<file path="config.mk">
export PLATFORM = sky130hd
export DESIGN_NAME = moore_1011_gen
export DESIGN_NICKNAME = d
export VERILOG_FILES = /design/src/rtl/moore_1011_pkg.sv /design/src/rtl/moore_1011_gen_piso_shift.sv /design/src/rtl/moore_1011_gen.sv
export SDC_FILE = /design/constraint.sdc
export NUM_CORES = 1
export LEC_CHECK = 0
export ABC_AREA = 1
export CAP_MARGIN = 0
export CORE_MARGIN = 1
export CORE_UTILIZATION = 35
export DETAILED_ROUTE_END_ITERATION = 12
export HOLD_SLACK_MARGIN = 0.1
export SLEW_MARGIN = 40
export SYNTH_ARGS = -nofsm -noshare
export SYNTH_HDL_FRONTEND = slang
export SYNTH_SLANG_ARGS = --single-unit
</file>
<file path="constraint.sdc">
create_clock -name clock -period 1.8 [get_ports clock]
set_input_delay 0.45 -clock clock [delete_from_list [all_inputs] [get_ports clock]]
set_output_delay 0.45 -clock clock [all_outputs]
set_load 0.01 [all_outputs]
</file>
<file path="src/rtl/moore_1011_pkg.sv">
// Shared definitions for the 1011-preamble frame generator: state encoding and preamble pattern.
package moore_1011_pkg;

  typedef enum logic [2:0] {
    IDLE    = 3'd0,
    PRE1    = 3'd1,
    PRE0    = 3'd2,
    PRE1B   = 3'd3,
    PRE1C   = 3'd4,
    PAYLOAD = 3'd5,
    GAP     = 3'd6
  } state_t;

  localparam logic [3:0] PREAMBLE = 4'b1011;

endpackage

</file>
<file path="src/rtl/moore_1011_gen_piso_shift.sv">
// Parallel-in serial-out register: loads a word, then presents it MSB first on head.
module piso_shift #(
  parameter int WIDTH = 8
) (
  input  logic             clock,
  input  logic             reset,
  input  logic             load,
  input  logic             shift,
  input  logic [WIDTH-1:0] data,
  output logic             head
);

  logic [WIDTH-1:0] shift_reg;

  // Load wins over shift; a shift moves the next bit into the MSB slot.
  always_ff @(posedge clock or posedge reset) begin
    if (reset) begin
      shift_reg <= '0;
    end else if (load) begin
      shift_reg <= data;
    end else if (shift) begin
      shift_reg <= shift_reg << 1;
    end
  end

  assign head = shift_reg[WIDTH-1];

endmodule

</file>
<file path="src/rtl/moore_1011_gen.sv">
// Moore frame generator: 1011 preamble, MSB-first payload, then idle-low gap, all outputs registered.
module moore_1011_gen
  import moore_1011_pkg::*;
#(
  parameter int PAYLOAD_W  = 8,
  parameter int GAP_CYCLES = 2
) (
  input  logic                 clock,
  input  logic                 reset,
  input  logic                 start,
  input  logic [PAYLOAD_W-1:0] data_in,
  output logic                 sequence_out,
  output logic                 seq_valid,
  output logic                 busy,
  output logic                 done
);

  localparam int MAX_CNT = (PAYLOAD_W > GAP_CYCLES) ? PAYLOAD_W : GAP_CYCLES;
  localparam int CNT_W   = $clog2(MAX_CNT + 1);

  state_t           state;
  logic [CNT_W-1:0] cnt;
  logic             load;
  logic             shift;
  logic             head;

  assign load  = (state == IDLE) && start;
  // The shifter advances as each payload bit is registered onto sequence_out.
  assign shift = (state == PRE1C) || ((state == PAYLOAD) && (cnt != '0));

  piso_shift #(.WIDTH(PAYLOAD_W)) u_piso (
    .clock (clock),
    .reset (reset),
    .load  (load),
    .shift (shift),
    .data  (data_in),
    .head  (head)
  );

  always_ff @(posedge clock or posedge reset) begin
    if (reset) begin
      state        <= IDLE;
      cnt          <= '0;
      sequence_out <= 1'b0;
      seq_valid    <= 1'b0;
      busy         <= 1'b0;
      done         <= 1'b0;
    end else begin
      case (state)
        IDLE: begin
          done <= 1'b0;
          if (start) begin
            state        <= PRE1;
            sequence_out <= PREAMBLE[3];
            seq_valid    <= 1'b1;
            busy         <= 1'b1;
          end else begin
            sequence_out <= 1'b0;
            seq_valid    <= 1'b0;
            busy         <= 1'b0;
          end
        end
        PRE1: begin
          state        <= PRE0;
          sequence_out <= PREAMBLE[2];
        end
        PRE0: begin
          state        <= PRE1B;
          sequence_out <= PREAMBLE[1];
        end
        PRE1B: begin
          state        <= PRE1C;
          sequence_out <= PREAMBLE[0];
        end
        PRE1C: begin
          state        <= PAYLOAD;
          sequence_out <= head;
          cnt          <= CNT_W'(PAYLOAD_W - 1);
        end
        PAYLOAD: begin
          if (cnt == '0) begin
            state        <= GAP;
            sequence_out <= 1'b0;
            seq_valid    <= 1'b0;
            done         <= 1'b1;
            cnt          <= CNT_W'(GAP_CYCLES - 1);
          end else begin
            sequence_out <= head;
            cnt          <= cnt - 1'b1;
          end
        end
        GAP: begin
          done <= 1'b0;
          if (cnt == '0) begin
            state <= IDLE;
            busy  <= 1'b0;
          end else begin
            cnt <= cnt - 1'b1;
          end
        end
        default: begin
          state        <= IDLE;
          cnt          <= '0;
          sequence_out <= 1'b0;
          seq_valid    <= 1'b0;
          busy         <= 1'b0;
          done         <= 1'b0;
        end
      endcase
    end
  end

endmodule

</file>
==> results.cfg, run 1 <==
[critical_path]
crit_chain = clkdlybuf4s50_1
endpoint_kind = output pin
cp_max_fo = 2
worstPathRequired_ps = 1350
startpoint_type = flop
slowest_delay_ps = 540
slowest_stage = clkdlybuf4s50_1
rrSetupSlack_ps = 340
critPathKind = flop to output pin
worst-path-buf-inv = 1
crit_arrival_ps = 1210
cp_top_family = buffers and inverters

[yosys]
netlist_instances = 159
yosysWarnings = 0
syn_avg_cell_area_um2 = 7.15
ys_ff_latch = 19
syn_nets = 172
ys_types = 22
syn_area_um2 = 1140
seq_area_frac_synth = 0.418

[sta]
fin_setup_tns_ps = 0
hold_viol = 0
max_freq_mhz = 604
worst_pin_slew_ps = 399
fin_skew_ps = 0.980
maxSlewViolCount = 0
slew_headroom = 0.734
period_minus_slack_ps = 1660
rsz0062_at_grt = false
fin_crit_sh = 0.920
setup_viol = 0

[clocking]
clkSlewWorstSetupHoldPaths_ps = 110
cts_tree = yes
holdBufCountCts = 0
clk_path_buf_depth = 2
htreeDepth = 1
cts_sinks = 19
cts_setup_buffers = 0
post_cts_resized = 0
cts_buffers = 3
cts-root-buf = clkbuf_4
clock_latency_ps = 300

[layout]
final_common_cell = nand2_1
nets = 189
final_cells = 219
n_antenna_cell = 0
final_cell_mix = 87 x nand2_1, 19 x dfrtp_1, 14 x clkdlybuf4s50_1
layout-drive-gt1-share = 0.0971
largest_register_ffs = 8
nFillCells = 323
syn_to_final_growth_pct = 17.5

[power_and_ir_drop]
power.total_w = 0.00204
p_per_area_nw_per_um2 = 1520
leakagePower_nw = 0.732
peakVddDrop_uv = 508

[floorplan]
core_um2 = 3080
row_count = 20
die_y_um = 59.0
start_util = 0.370
die_width_um = 59.0
die_area_um2 = 3480
num_io_pins = 15

[grt]
use_met1 = 0.172
grt_pass1_vias = 949
grt_max_degree = 20
gr-total-overflow = 0
antenna_found_initial = 0
grt_usage = 0.152
grt-busiest-layer = met2
grt_use_met3 = 0.0240
grt_first_pass_wirelength_um = 3920
met2_usage = 0.268

[hold_path]
hold_path_class = primary input to asynchronous set/reset pin

[drt]
routed_via_density = 4.42
routedWlPerCell_um = 9.94
ant_nets = 0
via_count = 967
wl_um = 2180
dr.pass1.iters = 4
drc = 0
drt_iter0_drc = 29

[placed_design]
place_congestion = 0.760
io_buffers = 14
place_inst = 215
hpwlAfterDp_um = 1640

[flow_run]
max_cap_viol_count = 0

[outcome]
status = finished, final reports clean
[cell families (layout without fill, tap and decap cells)]
family / Yosys count / in the layout / synth area share
buffers and inverters: 19 / 35 / 0.0814
AND/OR/NAND/NOR: 113 / 113 / 0.447
adder cells (fa/ha/maj): 2 / 2 / 0.0220
flip-flops: 19 / 19 / 0.418
AO/OA/AOI/OAI: 6 / 6 / 0.0319
[path summary, 6_finish.rpt]
check	from	to	depth (start not counted)
worst max-delay path	done	done	1
worst min-delay path	reset	cnt[0]	3
worst max register to register	cnt[0]	done	7
worst min register to register	seq_valid	seq_valid	2
max in group asynchronous	reset	u_piso.shift_reg[6]	3
min in group clock	seq_valid	seq_valid	2
[power breakdown]
part	leakage (nW)	total [W]	internal, W	switching [W]
Clock	0.0150	0.000219	0.0000864	0.000132
Sequential	0.247	0.000755	0.000594	0.000161
Combinational	0.470	0.00106	0.000413	0.000650
Total	0.732	0.00204	0.00109	0.000944
[through the flow]
step / worst slack (ps) / util / instance area, µm² / hold WS [ps]
2_1_floorplan: 553 / - / 1140 / 401
3_3_place_gp: 182 / 0.426 / 1310 / 461
3_5_place_dp: 131 / 0.426 / 1310 / 460
4_1_cts: 119 / 0.434 / 1340 / 457
5_1_grt: 93.5 / 0.434 / 1340 / 508
6_report: 145 / 0.434 / 1340 / 457
[cell usage after synthesis]
master,count,area (µm²)
nand3_2,1,10.0
buf_6,2,22.5
o211ai_1,1,7.51
nor2_1,5,18.8
inv_2,3,11.3
nor2_4,2,22.5
nand2_1,87,327
ha_1,2,25.0
nor2_2,1,6.26
nand3b_1,1,7.51
nand3_4,2,35.0
nand4_1,2,12.5
inv_1,12,45.0
nand3_1,9,45.0
a31oi_1,1,6.26
inv_4,1,6.26
o21ai_0,3,15.0
nand2_2,2,12.5
nand2_4,1,11.3
dfrtp_1,19,475
buf_4,1,7.51
o21a_1,1,7.51
[layout make-up]
class / count / area (µm²) / share of cell area
clock buffer: 4 / 26.3 / 0.0197
inverter: 16 / 62.6 / 0.0468
multi-input combinational: 121 / 569 / 0.426
timing repair buffer: 15 / 148 / 0.110
sequential: 19 / 475 / 0.356
tap: 44 / 55.1 / 0.0412
[metal layers]
layer	vias up	part of all wire
met5	-	0
met4	0	0.021
met3	4	0.024
met2	11	0.50
met1	435	0.45
li1	517	-
Power figures use the tool's default switching activity.
==> run 2: changes to the inputs <==
--- a/config.mk
+++ b/config.mk
@@ -6,7 +6,6 @@
 export NUM_CORES = 1
 export LEC_CHECK = 0
 export ABC_AREA = 1
-export CAP_MARGIN = 0
 export CORE_MARGIN = 1
 export CORE_UTILIZATION = 35
 export DETAILED_ROUTE_END_ITERATION = 12
==> results of run 2 <==
Final layout, timing and power as in run 1 (identical DEF).
==> run 3: changes to the inputs <==
--- a/config.mk
+++ b/config.mk
@@ -8,6 +8,7 @@
 export ABC_AREA = 1
 export CORE_MARGIN = 1
 export CORE_UTILIZATION = 35
+export CTS_CLUSTER_SIZE = 12
 export DETAILED_ROUTE_END_ITERATION = 12
 export HOLD_SLACK_MARGIN = 0.1
 export SLEW_MARGIN = 40
==> constraint.sdc (replaced) <==
create_clock -name clock -period 1.65 [get_ports clock]
set_input_delay 0.4125 -clock clock [delete_from_list [all_inputs] [get_ports clock]]
set_output_delay 0.4125 -clock clock [all_outputs]
set_load 0.01 [all_outputs]
==> run 3 against run 2 <==
  * Cell area rose by 0.75%
  * Sequential power up 9.0%
  * Worst hold slack got worse by 37 ps
  * Global-route usage unchanged
  * Via count is 0.41% higher
  * Non-clock buffer count did not move
  * Largest cell class unchanged
  * Highest routed layer unchanged
==> results.cfg, run 3 (synthesized netlist as in run 1, its figures left out) <==
[sta]
max_freq_mhz = 686
fin_setup_tns_ps = 0
setup_viol = 0
rsz0062_at_grt = false
slew_headroom = 0.734
worst_pin_slew_ps = 398
fin_ws_ps = 192
maxSlewViolCount = 0
hold_viol = 0
period_minus_slack_ps = 1460
fin_skew_ps = 1.28
fin_crit_sh = 0.884

[floorplan]
num_io_pins = 15
start_util = 0.370
core_um2 = 3080
die_area_um2 = 3480
row_count = 20
die_width_um = 59.0
die_y_um = 59.0

[drt]
dr.pass1.iters = 4
routedWlPerCell_um = 10.0
drt_iter0_drc = 40
routed_via_density = 4.43
ant_nets = 0
via_count = 971
wl_um = 2190
drc = 0

[critical_path]
worst-path-buf-inv = 1
critPathKind = flop to flop
startpoint_type = flop
cp_top_family = simple AND/OR/NAND/NOR gates
worstPathRequired_ps = 1840
endpoint_kind = flop
crit_arrival_ps = 1650
slowest_stage = dfrtp_1
cp_max_fo = 7
cpMostUsedCell = nand2_1
slowest_delay_ps = 400
crit_chain = inv_1 > ha_1 > nand2_2 > nand2_4 > nand2_1 > o21ai_0 > nand2_1

[flow_run]
max_cap_viol_count = 0

[layout]
n_antenna_cell = 0
final_cell_mix = 87 x nand2_1, 19 x dfrtp_1, 12 x inv_1
syn_to_final_growth_pct = 18.4
final_core_util = 0.437
layout-drive-gt1-share = 0.0971
nets = 189
stdcell_area_um2 = 1350
final_common_cell = nand2_1
largest_register_ffs = 8

[grt]
grt_max_degree = 20
grt_usage = 0.152
grt_pass1_vias = 949
antenna_found_initial = 0
grt_first_pass_wirelength_um = 3920
gr-total-overflow = 0

[outcome]
status = finished, final reports clean

[clocking]
clkSlewWorstSetupHoldPaths_ps = 110
htreeDepth = 1
cts_buffers = 3
cts-root-buf = clkbuf_4
holdBufCountCts = 0
clk_path_buf_depth = 2
cts_sinks = 19
cts_setup_buffers = 0
cts_tree = yes
clock_latency_ps = 300

[placed_design]
place_ws_ps = 18.5
place_area_um2 = 1310
place_congestion = 0.760
hpwlAfterDp_um = 1640
io_buffers = 14

[power_and_ir_drop]
p_per_area_nw_per_um2 = 1640
peakVddDrop_uv = 550
leakagePower_nw = 0.786
power.total_w = 0.00221

[hold_path]
hold_path_class = primary input to asynchronous set/reset pin
## run 3: changes by cell type in the layout (fill, tap and decap cells not counted)
cell             change
clkdlybuf4s50_1      -4
dlymetal6s2s_1       +4
## run 3: cell type report
class                           instances  area (µm²)
Sequential cell                        19         475
Inverter                               16        62.6
Multi-Input combinational cell        121         569
Tap cell                               44        55.1
Clock buffer                            4        26.3
Fill cell                             321        1730
Timing Repair Buffer                   15         158
## run 3: per-stage QoR
stage | cells | hold WS, ps
2_1_floorplan | 159 | 364
3_3_place_gp | 215 | 461
3_5_place_dp | 215 | 460
4_1_cts | 219 | 419
5_1_grt | 219 | 471
6_report | 219 | 420
## run 3: repair_timing
action	4_1_cts	5_1_grt
setup endpoints to repair	0	4
resized for setup	0	4
endpoints found under the hold margin	0	0
## run 3: report_power, final
| part | switching [W] | internal (W) | total, W |
|---|---|---|---|
| registers | 0.000176 | 0.000648 | 0.000823 |
| logic | 0.000709 | 0.000439 | 0.00115 |
| clock network | 0.000144 | 0.0000942 | 0.000239 |
| total | 0.00103 | 0.00118 | 0.00221 |
## run 3: worst paths after layout
check                      startpoint                   to  slack [ps]  cells after the start
max in group asynchronous       reset  u_piso.shift_reg[6]        1030                      3
hold reg to reg             seq_valid            seq_valid         470                      2
setup reg to reg               cnt[0]                 done         190                      7
hold / removal                  reset               cnt[0]         420                      3
min in group clock          seq_valid            seq_valid         470                      2
setup / recovery               cnt[0]                 done         190                      7
## run 3: routing by layer
| metal | GRT usage | up-vias | part of all wire |
|---|---|---|---|
| met2 | 0.268 | 15 | 0.51 |
| met3 | 0.0240 | 4 | 0.031 |
| li1 | - | 518 | - |
| met5 | 0 | - | 0 |
| met1 | 0.172 | 434 | 0.44 |
| met4 | 0.0952 | 0 | 0.021 |
## run 3: worst min-delay path, stage by stage
cell and delay [ps]:
clkdlybuf4s50_1 390, inv_1 50, buf_4 250
